`config.mk`:
```
export PLATFORM = sky130hd
export DESIGN_NAME = nice_stream_broadcaster
export DESIGN_NICKNAME = d
export VERILOG_FILES = /design/src/rtl/nice_stream_broadcaster.sv
export SDC_FILE = /design/constraint.sdc
export NUM_CORES = 1
export LEC_CHECK = 0
export ABC_AREA = 1
export CAP_MARGIN = 25
export CORE_ASPECT_RATIO = 0.75
export CORE_MARGIN = 1
export CORE_UTILIZATION = 40
export CTS_BUF_LIST = sky130_fd_sc_hd__clkbuf_4
export CTS_CLUSTER_DIAMETER = 200
export CTS_CLUSTER_SIZE = 16
export DETAILED_ROUTE_END_ITERATION = 8
export PLACE_DENSITY = 0.68
export RECOVER_POWER = 25
export SYNTH_ARGS = -nofsm -noshare
export SYNTH_HDL_FRONTEND = slang
export SYNTH_SLANG_ARGS = --single-unit
```
`constraint.sdc`:
```
create_clock -name clk -period 2.58 [get_ports clk]
set_input_delay 0.258 -clock clk [delete_from_list [all_inputs] [get_ports clk]]
set_output_delay 0.258 -clock clk [all_outputs]
set_load 0.01 [all_outputs]
```
`src/rtl/nice_stream_broadcaster.sv`:
```
// nice_stream_broadcaster: copies each accepted input beat into per-channel
// FIFOs selected by in_mask. Each channel drains on its own valid/ready
// handshake. Lossless mode backpressures on any full destination; lossy mode
// always accepts and counts the beats a full channel could not take.
module nice_stream_broadcaster #(
    parameter int DATA_W       = 32,
    parameter int NUM_OUT      = 4,
    parameter int DEPTH        = 2,
    parameter int DROP_ON_FULL = 0,
    parameter int CNT_W        = 16
) (
    input  logic                                   clk,
    input  logic                                   rst,
    input  logic                                   in_valid,
    output logic                                   in_ready,
    input  logic [DATA_W-1:0]                      in_data,
    input  logic [NUM_OUT-1:0]                     in_mask,
    output logic [NUM_OUT-1:0]                     out_valid,
    input  logic [NUM_OUT-1:0]                     out_ready,
    output logic [NUM_OUT*DATA_W-1:0]              out_data,
    output logic [NUM_OUT*($clog2(DEPTH)+1)-1:0]   out_level,
    output logic [NUM_OUT*CNT_W-1:0]               drop_cnt,
    input  logic                                   drop_clr,
    output logic                                   idle
);

    localparam int LVL_W = $clog2(DEPTH) + 1;
    localparam int PTR_W = $clog2(DEPTH);
    localparam logic [LVL_W-1:0] FULL_LVL = LVL_W'(DEPTH);
    localparam bit LOSSY = (DROP_ON_FULL != 0);

    // Saturating increment for the drop counters: holds at all-ones.
    function automatic logic [CNT_W-1:0] sat_inc(input logic [CNT_W-1:0] v);
        if (&v) begin
            return v;
        end
        return v + CNT_W'(1);
    endfunction

    logic [NUM_OUT-1:0] ch_ok;
    logic               accept;

    // in_ready only looks at registered occupancy plus the beat's own mask,
    // so out_ready never reaches it combinationally.
    assign in_ready = !rst && (LOSSY || (&ch_ok));
    assign accept   = in_valid && in_ready;
    assign idle     = ~|out_valid;

    for (genvar i = 0; i < NUM_OUT; i++) begin : g_ch
        logic [PTR_W-1:0]  rd_ptr;
        logic [PTR_W-1:0]  wr_ptr;
        logic [LVL_W-1:0]  count;
        logic [DATA_W-1:0] mem [DEPTH];
        logic [CNT_W-1:0]  drops;
        logic              full;
        logic              push;
        logic              pop;
        logic              drop_event;

        // Fullness is judged before this cycle's pop: a full channel being
        // drained in the same cycle still refuses the new beat.
        assign full       = (count == FULL_LVL);
        assign ch_ok[i]   = !in_mask[i] || !full;
        assign push       = accept && in_mask[i] && !full;
        assign pop        = (count != '0) && out_ready[i];
        assign drop_event = LOSSY && accept && in_mask[i] && full;

        assign out_valid[i]                   = (count != '0);
        assign out_data[i*DATA_W +: DATA_W]   = mem[rd_ptr];
        assign out_level[i*LVL_W +: LVL_W]    = count;
        assign drop_cnt[i*CNT_W +: CNT_W]     = drops;

        // Pointer and occupancy bookkeeping; pointers wrap naturally at DEPTH.
        always_ff @(posedge clk) begin
            if (rst) begin
                rd_ptr <= '0;
                wr_ptr <= '0;
                count  <= '0;
            end else begin
                if (push) begin
                    wr_ptr <= wr_ptr + PTR_W'(1);
                end
                if (pop) begin
                    rd_ptr <= rd_ptr + PTR_W'(1);
                end
                case ({push, pop})
                    2'b10:   count <= count + LVL_W'(1);
                    2'b01:   count <= count - LVL_W'(1);
                    default: count <= count;
                endcase
            end
        end

        // Payload storage carries no reset; stale entries are never visible
        // because out_valid follows the registered count.
        always_ff @(posedge clk) begin
            if (push) begin
                mem[wr_ptr] <= in_data;
            end
        end

        // Drop counter: clear beats a simultaneous drop. In lossless builds
        // drop_event is constant 0 so the register stays at zero.
        always_ff @(posedge clk) begin
            if (rst || drop_clr) begin
                drops <= '0;
            end else if (drop_event) begin
                drops <= sat_inc(drops);
            end
        end
    end

endmodule

```
==> impl_metrics.json, run 1 <==
{
  "drt_wl_total_mm": 21.7,
  "critical_path_class": "register to output pin",
  "finalHoldViolations": 0,
  "arrival_ns": 2.16,
  "io_buffers": 184,
  "synth_area_sq_um": 10700,
  "multiInputGateArea_sq_um": 2180,
  "clock-sinks": 276,
  "rsz0062_at_grt": "no",
  "stdcell_count": 1165,
  "worstReg2RegStart": "g_ch[2].count[0]",
  "cts_buffers": 21,
  "die_width_um": 191,
  "cp_data_required_time_ns": 2.32,
  "synth_area_leaders": "edfxtp_1 72%, mux2_2 13%, buf_4 4.5%",
  "vias_per_cell": 4.68,
  "ant_nets": 0,
  "fillCellCount": 2159,
  "rrSetupSlack_ns": 0.72,
  "syn_to_final_growth_pct": 23.8,
  "setup_ws_ns": 0.157,
  "synth_top_cell_by_area": "edfxtp_1",
  "leakagePower_nw": 4.51,
  "gp_congestion": 0.780,
  "skew_ns": 0.0511,
  "hpwl_mm": 13.4,
  "ys_seq_area_share_pct": 75.8,
  "postLayoutCoreUtil_pct": 50.6,
  "hold_class": "input pin to register",
  "cts_tree": "yes",
  "drt_pass1_iterations": 4,
  "first_global_vias": 5321,
  "register_area_sq_um": 8100,
  "clock_latency_ns": 0.65,
  "antenna_cells": 0,
  "layout_commonest_cell": "edfxtp_1",
  "r2r_end": "g_ch[1].count[1]",
  "wl_per_cell_um": 18.7,
  "synth_top_cell_area_share_pct": 72.0,
  "antenna_found_initial": 1,
  "initial_core_util_pct": 40.9,
  "io_pins": 250,
  "vdd_drop_max_uv": 359,
  "dpl_worst_slack_ns": 0.381,
  "die_h_um": 143,
  "finalSetupViolCount": 0,
  "ys_types": 25,
  "avgSynthCellArea_sq_um": 17.7,
  "end_kind": "output pin",
  "path_clk_slew_ns": 0.18,
  "hold_buffers": 0,
  "initialDrtViolationCount": 259,
  "status": "complete, no violations",
  "fin_crit_ns": 2.42,
  "gr-total-overflow": 0,
  "power_density_nw_per_um2": 629,
  "layout.cell_area.non_filler_sq_um": 13200,
  "finalCritPeriodShare_pct": 93.9,
  "p_total_mw": 8.31,
  "via_count": 5455,
  "htreeDepth": 1,
  "cp_max_fo": 32,
  "final_layout_size_suffix_gt1_share_pct": 23.6,
  "synthCells": 604,
  "fin_tns_setup_ns": 0,
  "drv_slew": 0,
  "rows": 51,
  "final_cell_mix": "256 x edfxtp_1, 161 x clkdlybuf4s50_1, 119 x mux2_2",
  "drc": 0,
  "dieArea_sq_um": 27300,
  "ys_warn_count": 0,
  "cts-root-buf": "clkbuf_4",
  "dpl.cell_count": 1127,
  "placeableCoreArea_sq_um": 26100,
  "clock_path_buffers": 3,
  "max_freq_ghz": 0.413,
  "dpl_cell_area_sq_um": 12900,
  "grt_pass1_wl_mm": 31.6,
  "grt_start_max_net_pins": 33,
  "cp-start-kind": "register",
  "layout.nets": 856,
  "track_usage_pct": 15.6,
  "maxCapViolations": 0,
  "ys_ff_latch": 276,
  "crit_path_end": "out_data[112]",
  "reg2regPathDepth": 9,
  "timing.hold.ws_ns": 0.289
}
## metal layers
| layer | vias up | routed length, um | track usage (%) |
|---|---|---|---|
| li1 | 2537 | - | - |
| met1 | 2725 | 10200 | 22.0 |
| met2 | 162 | 9920 | 24.9 |
| met3 | 29 | 1270 | 3.32 |
| met4 | 2 | 331 | 2.95 |
| met5 | - | 13 | 0 |
## report_power, final
group          leakage, nW  internal (mW)  switching [mW]  total (mW)
clock                0.168          0.620            1.31        1.93
sequential            2.49           5.02          0.0546        5.08
combinational         1.86          0.672           0.629        1.30
## critical path, cell delays in order, from the launching register on
cell,delay (ns)
dfxtp_2,0.37
buf_12,0.23
mux2_2,0.38
clkdlybuf4s50_1,0.53
## state kept, by name, indices dropped and copies added (netlist names), named ones only
name / cells
g_ch.mem: 256
g_ch.wr_ptr: 4
g_ch.count: 8
g_ch.rd_ptr: 4
## repair_timing
action | CTS | global route
resized for setup | 2 | 2
endpoints found under the setup margin | 42 | 1
setup buffers | 2 | 0
## cells in the mapped netlist (all sizes together)
master and instances:
clkbuf 4, inv 27, dfxtp 20, a21oi 16, buf 77, ha 4
nand3 5, o21ai 8, nor2 22, clkdlybuf4s18 1, nor3 4, and3 4
nor4 1, mux2 128, conb 1, nand4 8, edfxtp 256, nand2 18
## logic make-up (layout without fill, tap and decap cells)
logic type / after synthesis / in the layout / synth area share (%)
compound gates: 24 / 24 / 1.13
fa+ha+maj: 4 / 4 / 0.469
buf+inv: 109 / 263 / 6.36
flops: 276 / 276 / 75.8
mux: 128 / 128 / 13.5
other cells: 1 / 64 / 0.0351
simple gates: 62 / 62 / 2.71
## worst min-delay path by stage
stage	cells past startpoint	slack, ns	startpoint	end
6_report	4	0.29	out_ready[2]	g_ch[2].rd_ptr
5_1_grt	3	0.25	rst	g_ch[0].count[1]
4_1_cts	4	0.21	out_ready[2]	g_ch[2].rd_ptr
3_5_place_dp	1	0.44	g_ch[3].rd_ptr	register
3_3_place_gp	1	0.43	g_ch[1].rd_ptr	register
2_1_floorplan	1	0.34	rst	g_ch[0].count[1]
## layout make-up
| class | count | area share [%] |
|---|---|---|
| sequential | 276 | 61.3 |
| multi-input combinational | 282 | 16.5 |
| tap | 344 | 3.26 |
| timing repair buffer | 200 | 16.1 |
| clock inverter | 1 | 0.123 |
| inverter | 27 | 0.767 |
| clock buffer | 35 | 1.99 |
No activity file was read; power rests on OpenSTA's default activity.
==> run 2: changes to the inputs <==
--- a/config.mk
+++ b/config.mk
@@ -6,13 +6,12 @@
 export NUM_CORES = 1
 export LEC_CHECK = 0
 export ABC_AREA = 1
-export CAP_MARGIN = 25
+export CAP_MARGIN = 40
 export CORE_ASPECT_RATIO = 0.75
 export CORE_MARGIN = 1
 export CORE_UTILIZATION = 40
 export CTS_BUF_LIST = sky130_fd_sc_hd__clkbuf_4
 export CTS_CLUSTER_DIAMETER = 200
-export CTS_CLUSTER_SIZE = 16
 export DETAILED_ROUTE_END_ITERATION = 8
 export PLACE_DENSITY = 0.68
 export RECOVER_POWER = 25
==> impl_metrics.json, run 2 (synthesized netlist as in run 1, its figures left out) <==
{
  "cp_cell_sequence": "bufbuf_16 -> mux2_2 -> clkdlybuf4s50_1",
  "finalHoldViolations": 0,
  "dpl_cell_area_sq_um": 12900,
  "fillCellCount": 2144,
  "vias_per_cell": 4.62,
  "cp_top_family": "buffers and inverters",
  "finalCritPeriodShare_pct": 94.9,
  "critical_path_class": "register to output pin",
  "path_clk_slew_ns": 0.06,
  "arrival_ns": 2.19,
  "cts_tree": "yes",
  "switchingPower_mw": 2.38,
  "drv_slew": 0,
  "timing.hold.ws_ns": 0.308,
  "reg_top3": "g_ch.mem (256), g_ch.count (8)",
  "min_from": "out_ready[2]",
  "dpl_worst_slack_ns": 0.381,
  "drc": 0,
  "wl_per_cell_um": 18.1,
  "power_density_nw_per_um2": 745,
  "path_buf_inv": 2,
  "gr-total-overflow": 0,
  "pwr-share-comb_pct": 12.7,
  "min_path_cells": 4,
  "stdcell_count": 1249,
  "cp_max_fo": 11,
  "clock_path_buffers": 3,
  "first_global_vias": 5838,
  "initialDrtViolationCount": 229,
  "htreeDepth": 3,
  "leakagePower_nw": 4.92,
  "final_cell_mix": "256 x edfxtp_1, 162 x clkdlybuf4s50_1, 119 x mux2_2",
  "clock-sinks": 276,
  "rrSetupSlack_ns": 0.73,
  "track_usage_pct": 16.7,
  "gp_congestion": 0.780,
  "r2r_end": "g_ch[0].count[1]",
  "end_kind": "output pin",
  "initial_core_util_pct": 40.9,
  "antenna_found_initial": 1,
  "dpl.cell_count": 1127,
  "die_width_um": 191,
  "reg2regPathDepth": 9,
  "cell_internal_pwr_mw": 8.00,
  "io_pins": 250,
  "ant_nets": 0,
  "seqPwrFrac_pct": 49.0,
  "fin_tns_setup_ns": 0,
  "fin_crit_ns": 2.45,
  "skew_ns": 0.0304,
  "crit_cells": 3,
  "largest_register": "g_ch.mem",
  "maxCapViolations": 0,
  "switching_share_pct": 22.9,
  "hold_class": "input pin to register",
  "syn_to_final_growth_pct": 30.5,
  "setup_ws_ns": 0.131,
  "vdd_drop_max_uv": 472,
  "rows": 51,
  "p_clk_share_pct": 38.3,
  "drt_wl_total_mm": 22.6,
  "layout_commonest_cell": "edfxtp_1",
  "worst_path_max_delay_cell": "clkdlybuf4s50_1",
  "cts_buffers": 71,
  "status": "complete, no violations",
  "largest_reg_flops": 256,
  "grt_start_max_net_pins": 33,
  "cts-root-buf": "clkbuf_4",
  "grt_pass1_wl_mm": 33.3,
  "io_buffers": 184,
  "rsz0062_at_grt": "no",
  "dieArea_sq_um": 27300,
  "hpwl_mm": 13.4,
  "via_count": 5765,
  "max_freq_ghz": 0.408,
  "drt_pass1_iterations": 4,
  "clock_latency_ns": 0.66,
  "layout.nets": 908,
  "placeableCoreArea_sq_um": 26100,
  "finalSetupViolCount": 0,
  "max_stage_delay_ns": 0.48,
  "cp_data_required_time_ns": 2.32,
  "worstReg2RegStart": "g_ch[2].count[0]",
  "antenna_cells": 0,
  "hold_end": "g_ch[2].rd_ptr",
  "final_layout_size_suffix_gt1_share_pct": 29.1,
  "layout.cell_area.non_filler_sq_um": 13900,
  "die_h_um": 143,
  "hold_buffers": 0,
  "cp-start-kind": "register"
}
-- run 2: tightest hold or removal path, cell delays in order --
cell,delay (ns)
clkdlybuf4s50_1,0.39
nand2_1,0.06
inv_1,0.07
a21oi_1,0.14
-- run 2: cell type report --
| cell class | count | area, sq um | area share [%] |
|---|---|---|---|
| Timing Repair Buffer | 202 | 2160 | 15.5 |
| Clock inverter | 25 | 254 | 1.82 |
| Sequential cell | 276 | 8100 | 58.2 |
| Multi-Input combinational cell | 282 | 2180 | 15.6 |
| Tap cell | 344 | 430 | 3.09 |
| Clock buffer | 93 | 698 | 5.01 |
| Inverter | 27 | 101 | 0.728 |
-- run 2: worst max path at each step --
| stage | end | from | slack, ns |
|---|---|---|---|
| final | out_data[8] | register | 0.13 |
| after global routing | out_data[14] | register | 0.01 |
| after CTS | out_data[95] | register | 0.001 |
| after detailed placement | g_ch[0].count[1] | rst | 0.38 |
| after global placement | g_ch[0].count[1] | rst | 0.42 |
| after floorplan | g_ch[0].mem[0][0] | g_ch[3].count[0] | 0.43 |
-- run 2: power by group through the flow --
| stage | combinational (mW) | sequential, mW | clock [mW] |
|---|---|---|---|
| 3_3_place_gp | 1.28 | 5.19 | 0 |
| 6_report | 1.32 | 5.09 | 3.97 |
| 2_1_floorplan | 0.671 | 5.17 | 0 |
| 5_1_grt | 1.42 | 5.10 | 4.36 |
| 3_5_place_dp | 1.29 | 5.20 | 0 |
| 4_1_cts | 1.32 | 5.10 | 4.11 |
-- run 2: per-stage QoR --
stage	power [mW]	util (%)
2_1_floorplan	5.84	-
3_3_place_gp	6.47	49.4
3_5_place_dp	6.49	49.4
4_1_cts	10.5	53.2
5_1_grt	10.9	53.3
6_report	10.4	53.3
-- run 2: timing repair --
item,CTS,global route
gates cloned,1,0
endpoints found under the setup margin,42,18
setup buffers,1,2
gates resized for setup,2,1
-- run 2: routing by layer --
layer | vias to the layer above | global-route usage, % | routed length [um]
li1 | 2687 | - | -
met1 | 2861 | 22.7 | 10700
met2 | 184 | 25.2 | 10200
met3 | 31 | 5.47 | 1410
met4 | 2 | 5.43 | 319
met5 | - | 0 | 13
